$ cat src/rtl/arranque_pkg.sv
// arranque_pkg
// Shared types and helpers for the soft-start ramp controller.
//   arr_state_t : controller state encoding
//   arr_mode_t  : ramp-up dwell mode (slow / fast)
//   level_scale : step index -> drive level, floor(step*(2^level_w-1)/num_steps)
package arranque_pkg;

  typedef enum logic [1:0] {
    ST_IDLE      = 2'd0,
    ST_RAMP_UP   = 2'd1,
    ST_FULL      = 2'd2,
    ST_RAMP_DOWN = 2'd3
  } arr_state_t;

  typedef enum logic {
    MODE_SLOW = 1'b0,
    MODE_FAST = 1'b1
  } arr_mode_t;

  // 64-bit arithmetic so the product never overflows for practical widths.
  function automatic longint unsigned level_scale(input longint unsigned step,
                                                  input longint unsigned level_w,
                                                  input longint unsigned num_steps);
    longint unsigned full_scale;
    full_scale = (64'd1 << level_w) - 64'd1;
    return (step * full_scale) / num_steps;
  endfunction

endpackage

$ cat src/rtl/rampa_dwell_cnt.sv
// rampa_dwell_cnt
// Per-step dwell timer. Counts cycles spent on the current step and flags the
// last cycle of the dwell.
//   clk    : clock
//   reset  : synchronous active-low reset
//   clear  : restart the count at zero on the next edge (step entry)
//   en     : count this cycle
//   limit  : number of cycles a step is held (>= 1)
//   done   : high during the final cycle of the dwell
module rampa_dwell_cnt #(
  parameter int DWELL_W = 16
) (
  input  logic               clk,
  input  logic               reset,
  input  logic               clear,
  input  logic               en,
  input  logic [DWELL_W-1:0] limit,
  output logic               done
);

  logic [DWELL_W-1:0] cnt;

  // Saturates at all-ones instead of wrapping.
  always_ff @(posedge clk) begin
    if (!reset) begin
      cnt <= '0;
    end else if (clear) begin
      cnt <= '0;
    end else if (en && (cnt != '1)) begin
      cnt <= cnt + DWELL_W'(1);
    end
  end

  // cnt is 0 on the first cycle of a step, so limit-1 marks the last one.
  assign done = en && (cnt >= (limit - DWELL_W'(1)));

endmodule

$ cat src/rtl/arranque_rampa_param.sv
// arranque_rampa_param
// Soft-start ramp controller: steps an output level up to full scale in fast
// or slow increments, holds it, and ramps it back down on a stop request.
//   clk     : clock
//   reset   : synchronous active-low reset
//   Rapido  : start/continue ramp-up, fast dwell
//   Lento   : start/continue ramp-up, slow dwell
//   Parar   : stop request, ramps down to zero (highest priority)
//   step    : current step index, 0 = off
//   level   : drive level scaled from step
//   ramping : high while ramping up or down
//   at_full : high in FULL
//
// state        | meaning
// ST_IDLE      | output off, step = 0
// ST_RAMP_UP   | stepping up, dwell from latched mode
// ST_FULL      | step = NUM_STEPS, held until Parar
// ST_RAMP_DOWN | stepping down, fast dwell
module arranque_rampa_param
  import arranque_pkg::*;
#(
  parameter int NUM_STEPS  = 4,
  parameter int LEVEL_W    = 8,
  parameter int DWELL_W    = 16,
  parameter int DWELL_FAST = 2,
  parameter int DWELL_SLOW = 5
) (
  input  logic                           clk,
  input  logic                           reset,
  input  logic                           Rapido,
  input  logic                           Lento,
  input  logic                           Parar,
  output logic [$clog2(NUM_STEPS+1)-1:0] step,
  output logic [LEVEL_W-1:0]             level,
  output logic                           ramping,
  output logic                           at_full
);

  localparam int                 SW       = $clog2(NUM_STEPS + 1);
  localparam logic [SW-1:0]      STEP_MAX = SW'(NUM_STEPS);
  localparam logic [DWELL_W-1:0] LIM_FAST = DWELL_W'(DWELL_FAST);
  localparam logic [DWELL_W-1:0] LIM_SLOW = DWELL_W'(DWELL_SLOW);

  if (NUM_STEPS < 2) begin : g_chk_steps
    $error("NUM_STEPS must be at least 2");
  end
  if ((DWELL_FAST < 1) || (DWELL_SLOW < 1)) begin : g_chk_dwell_min
    $error("DWELL_FAST and DWELL_SLOW must be at least 1");
  end
  if (((DWELL_FAST >> DWELL_W) != 0) || ((DWELL_SLOW >> DWELL_W) != 0)) begin : g_chk_dwell_fit
    $error("DWELL_FAST/DWELL_SLOW do not fit in DWELL_W bits");
  end

  arr_state_t         state_q, state_n;
  arr_mode_t          mode_q, mode_n, mode_sel;
  logic [SW-1:0]      step_q, step_n;
  logic               dwell_clr, dwell_en, dwell_done, go;
  logic [DWELL_W-1:0] dwell_lim;

  // State register
  always_ff @(posedge clk) begin
    if (!reset) begin
      state_q <= ST_IDLE;
      step_q  <= '0;
      mode_q  <= MODE_SLOW;
    end else begin
      state_q <= state_n;
      step_q  <= step_n;
      mode_q  <= mode_n;
    end
  end

  assign go       = (Rapido || Lento) && !Parar;
  assign mode_sel = Rapido ? MODE_FAST : (Lento ? MODE_SLOW : mode_q);
  assign dwell_en = (state_q == ST_RAMP_UP) || (state_q == ST_RAMP_DOWN);
  assign dwell_lim = ((state_q == ST_RAMP_DOWN) || (mode_q == MODE_FAST)) ? LIM_FAST : LIM_SLOW;

  rampa_dwell_cnt #(
    .DWELL_W (DWELL_W)
  ) u_dwell (
    .clk   (clk),
    .reset (reset),
    .clear (dwell_clr),
    .en    (dwell_en),
    .limit (dwell_lim),
    .done  (dwell_done)
  );

  // Next-state logic
  always_comb begin
    state_n   = state_q;
    step_n    = step_q;
    mode_n    = mode_q;
    dwell_clr = 1'b0;
    unique case (state_q)
      ST_IDLE: begin
        if (go) begin
          state_n   = ST_RAMP_UP;
          step_n    = SW'(1);
          mode_n    = mode_sel;
          dwell_clr = 1'b1;
        end
      end
      ST_RAMP_UP: begin
        if (Parar) begin
          state_n   = ST_RAMP_DOWN;
          dwell_clr = 1'b1;
        end else if (dwell_done) begin
          step_n    = step_q + SW'(1);
          mode_n    = mode_sel;
          dwell_clr = 1'b1;
          if ((step_q + SW'(1)) == STEP_MAX) state_n = ST_FULL;
        end
      end
      ST_FULL: begin
        if (Parar) begin
          state_n   = ST_RAMP_DOWN;
          dwell_clr = 1'b1;
        end
      end
      ST_RAMP_DOWN: begin
        if (go) begin
          // Resuming at the top step means there is nothing left to climb.
          state_n   = (step_q == STEP_MAX) ? ST_FULL : ST_RAMP_UP;
          mode_n    = mode_sel;
          dwell_clr = 1'b1;
        end else if (dwell_done) begin
          step_n    = step_q - SW'(1);
          dwell_clr = 1'b1;
          if (step_q == SW'(1)) state_n = ST_IDLE;
        end
      end
      default: begin
        state_n = ST_IDLE;
        step_n  = '0;
      end
    endcase
  end

  // Output decode
  always_comb begin
    ramping = 1'b0;
    at_full = 1'b0;
    unique case (state_q)
      ST_RAMP_UP, ST_RAMP_DOWN: ramping = 1'b1;
      ST_FULL:                  at_full = 1'b1;
      default: ;
    endcase
  end

  assign step  = step_q;
  assign level = LEVEL_W'(level_scale(64'(step_q), 64'(LEVEL_W), 64'(NUM_STEPS)));

endmodule

$ cat config.mk
export PLATFORM = sky130hd
export DESIGN_NAME = arranque_rampa_param
export DESIGN_NICKNAME = d
export VERILOG_FILES = /design/src/rtl/arranque_pkg.sv /design/src/rtl/rampa_dwell_cnt.sv /design/src/rtl/arranque_rampa_param.sv
export SDC_FILE = /design/constraint.sdc
export NUM_CORES = 1
export LEC_CHECK = 0
export CAP_MARGIN = 20
export CORE_MARGIN = 4
export CORE_UTILIZATION = 35
export CTS_CLUSTER_SIZE = 25
export DETAILED_ROUTE_END_ITERATION = 10
export HOLD_SLACK_MARGIN = 0.15
export SLEW_MARGIN = 20
export SYNTH_ARGS = -nofsm -noshare
export SYNTH_HDL_FRONTEND = slang
export SYNTH_SLANG_ARGS = --single-unit
$ cat constraint.sdc
create_clock -name clk -period 2.7 [get_ports clk]
set_clock_uncertainty 0.1 [all_clocks]
set_input_delay 0.54 -clock clk [delete_from_list [all_inputs] [get_ports clk]]
set_output_delay 0.54 -clock clk [all_outputs]
set_load 0.01 [all_outputs]
==> reports/metrics.yaml <==
min_from: "mode_q"
p_per_area_mw_per_mm2: 763
final-setup-viol-count: 7
grt_pass1_wl_um: 6220
finalHoldViolations: 0
critPathRequiredTime_ns: 2.06
path_clk_slew_ns: 0.08
ys_seq_elements: 22
timing.rr.end: "step[2]"
maxCapViolCount: 0
io_buffer_count: 17
swShare: 0.397
num_rows: 25
cp-start-kind: "flop"
end_kind: "output port"
die_w_um: 77.5
die_area_mm2: 0.00601
tightest_slew_ns: 0.543
netlist_instances: 196
p_seq_frac: 0.243
start_util: 0.361
synth_nets: 224
core_mm2: 0.00469
synth-async-reset-ratio: 0
antenna_cells: 0
whs_path_depth: 2
pwr-share-clk: 0.151
grt_max_degree: 17
max-slew-margin-rel: 0.637
path_class: "reg2out"
clock_latency_ns: 0.26
fin_crit_sh: 1.08
post-place-ws_ns: -0.372
nNetsFinal: 257
power_w: 0.00161
num_io_pins: 18
syn2layout_area_growth_pct: 24.5
syn_area_mm2: 0.00169
status: "complete, but fails checks"
grt_usage: 0.123
timing.final.ws_setup_ns: -0.218
period_minus_slack_ns: 2.92
route.vias.total: 1428
htreeDepth: 1
cts_max_path_buffers: 2
synth_flop_cell: "dfxtp_1"
p_int_w: 0.000971
antenna_found_initial: 0
hold_path.class: "reg2reg"
hpwlAfterDp_um: 2680
worstPathArrival_ns: 2.28
crit_path_max_fanout: 4
cts_tree: "built"
grt_pass1_vias: 1368
viasPerCell: 5.06
synth_edf_count: 0
regToRegSetupSlack_ns: 0.25
final_area_mm2: 0.00211
worst-r2r-cell-count: 8
routed_wl_um: 3560
cellLeakagePower_nw: 0.864
ys_types: 45
violations: "negative setup slack"
firstDrtPassIters: 4
avgSynthCellArea_um2: 8.64
combPwrFrac: 0.606
drive_above_1_share: 0.219
holdBufCountCts: 0
dieHeight_um: 77.5
hold_end: "mode_q"
yosysSeqAreaShare: 0.260
drc_errors: 0
dpl-instance-area_mm2: 0.00201
ant_nets: 0
power.switching_w: 0.000638
wire_per_inst_um: 12.6
r2r_start: "state_q[1]"
rsz0062_at_grt: "true"
numCtsBuffers: 3
grt_overflow: 0
gp_congestion: 0.756
ys_warn_count: 0
ir_drop_v: 0.000334
fmax_mhz: 343
maxSlewViolCount: 0
drtIter0Drc: 49
setup_tns_ns: -0.660
cts_root_buf: "clkbuf_8"
cts.sink_count: 22
[sequential cells by signal (all words and copies together) (netlist names)]
register,count
u_dwell.cnt,16
mode_q,1
state_q,2
step,3
[cells in the mapped netlist, types with 3 or more instances]
master	instances	area share
nand3_1	5	0.015
a21oi_1	6	0.018
buf_4	3	0.013
dfxtp_1	22	0.26
inv_1	22	0.049
nand2_1	14	0.031
nand4_1	6	0.022
nor4_2	3	0.022
xor2_1	6	0.031
nor2_1	26	0.058
o22ai_1	3	0.011
o21ai_0	5	0.015
fa_1	4	0.047
xnor2_1	11	0.057
ha_1	19	0.14
nor3_1	4	0.012
[cells by family after synthesis]
| kind of cell | count (synthesis) | synth area share |
|---|---|---|
| AO/OA/AOI/OAI | 30 | 0.146 |
| XOR/XNOR | 17 | 0.0880 |
| adder cells (fa/ha/maj) | 23 | 0.188 |
| buffers and inverters | 27 | 0.0717 |
| flip-flops | 22 | 0.260 |
| AND/OR/NAND/NOR | 75 | 0.235 |
| multiplexers | 2 | 0.0118 |
[worst max path at each step]
| stage | start | endpoint | slack (ns) | cells past startpoint |
|---|---|---|---|---|
| 3_5_place_dp | step[2] | level[7] | -0.37 | 9 |
| 5_1_grt | step[1] | level[7] | -0.31 | 9 |
| 4_1_cts | step[1] | level[7] | -0.23 | 9 |
| 6_report | step[1] | level[7] | -0.22 | 9 |
| 3_3_place_gp | step[2] | level[7] | -0.34 | 9 |
| 2_1_floorplan | step[2] | level[7] | 0.02 | 8 |
[timing repair]
| action | 4_1_cts | 5_1_grt |
|---|---|---|
| pin swaps | 6 | 2 |
| endpoints found under the setup margin | 7 | 8 |
| gates resized for setup | 33 | 9 |
| buffers inserted | 0 | 1 |
[per-layer routing]
metal	global-route usage	vias to the layer above	share of wire
met5	0	-	0
met1	0.173	665	0.51
met2	0.200	23	0.45
li1	-	738	-
met3	0.0174	2	0.032
met4	0.0267	0	0.0082
[stage by stage]
stage | hold WS (ns) | utilization | std cells
global placement | 0.389 | 0.429 | 277
CTS | 0.413 | 0.438 | 281
detailed placement | 0.397 | 0.429 | 277
floorplan | 0.354 | - | 196
finish | 0.407 | 0.449 | 282
global route | 0.458 | 0.449 | 282
[power groups by stage]
stage	Sequential [W]	Combinational, W	Clock (W)
2_1_floorplan	0.000410	0.000581	0
3_3_place_gp	0.000397	0.000919	0
3_5_place_dp	0.000398	0.000929	0
4_1_cts	0.000391	0.000884	0.000253
5_1_grt	0.000397	0.00109	0.000265
6_report	0.000391	0.000975	0.000243
[critical path, stage by stage (launching register included)]
cell and delay, ns:
dfxtp_2 0.34, fa_2 0.62, ha_4 0.14, inv_2 0.04, fa_2 0.36, nand2b_1 0.08
a21o_1 0.12, a21oi_2 0.06, xnor2_1 0.12, buf_2 0.14
[cells in the final DEF (no fill, tap or decap), types with 2 or more instances in the layout]
| master | n |
|---|---|
| dfxtp_1 | 20 |
| inv_2 | 2 |
| xor2_1 | 6 |
| nand3_1 | 5 |
| nand2_1 | 14 |
| nand4_1 | 6 |
| ha_1 | 18 |
| nor4_2 | 3 |
| inv_1 | 20 |
| nor2_1 | 26 |
| o22ai_1 | 3 |
| or3_1 | 2 |
| nand2b_1 | 2 |
| buf_4 | 15 |
| xnor2_1 | 10 |
| clkdlybuf4s50_1 | 10 |
| o311a_1 | 2 |
| mux2i_1 | 2 |
| a21oi_1 | 5 |
| buf_6 | 6 |
| buf_2 | 2 |
| clkbuf_8 | 4 |
| nor3_1 | 4 |
| nand4_2 | 2 |
| and2_1 | 2 |
| fa_2 | 3 |
| nor4_1 | 2 |
| o21ai_0 | 5 |
[area by class of cell]
cell class / count / area (um2)
Clock buffer: 4 / 55.1
Fill cell: 450 / 2580
Inverter: 22 / 82.6
Multi-Input combinational cell: 147 / 1170
Sequential cell: 22 / 445
Tap cell: 54 / 67.6
Timing Repair Buffer: 33 / 290
No activity file was read; power rests on OpenSTA's default activity.
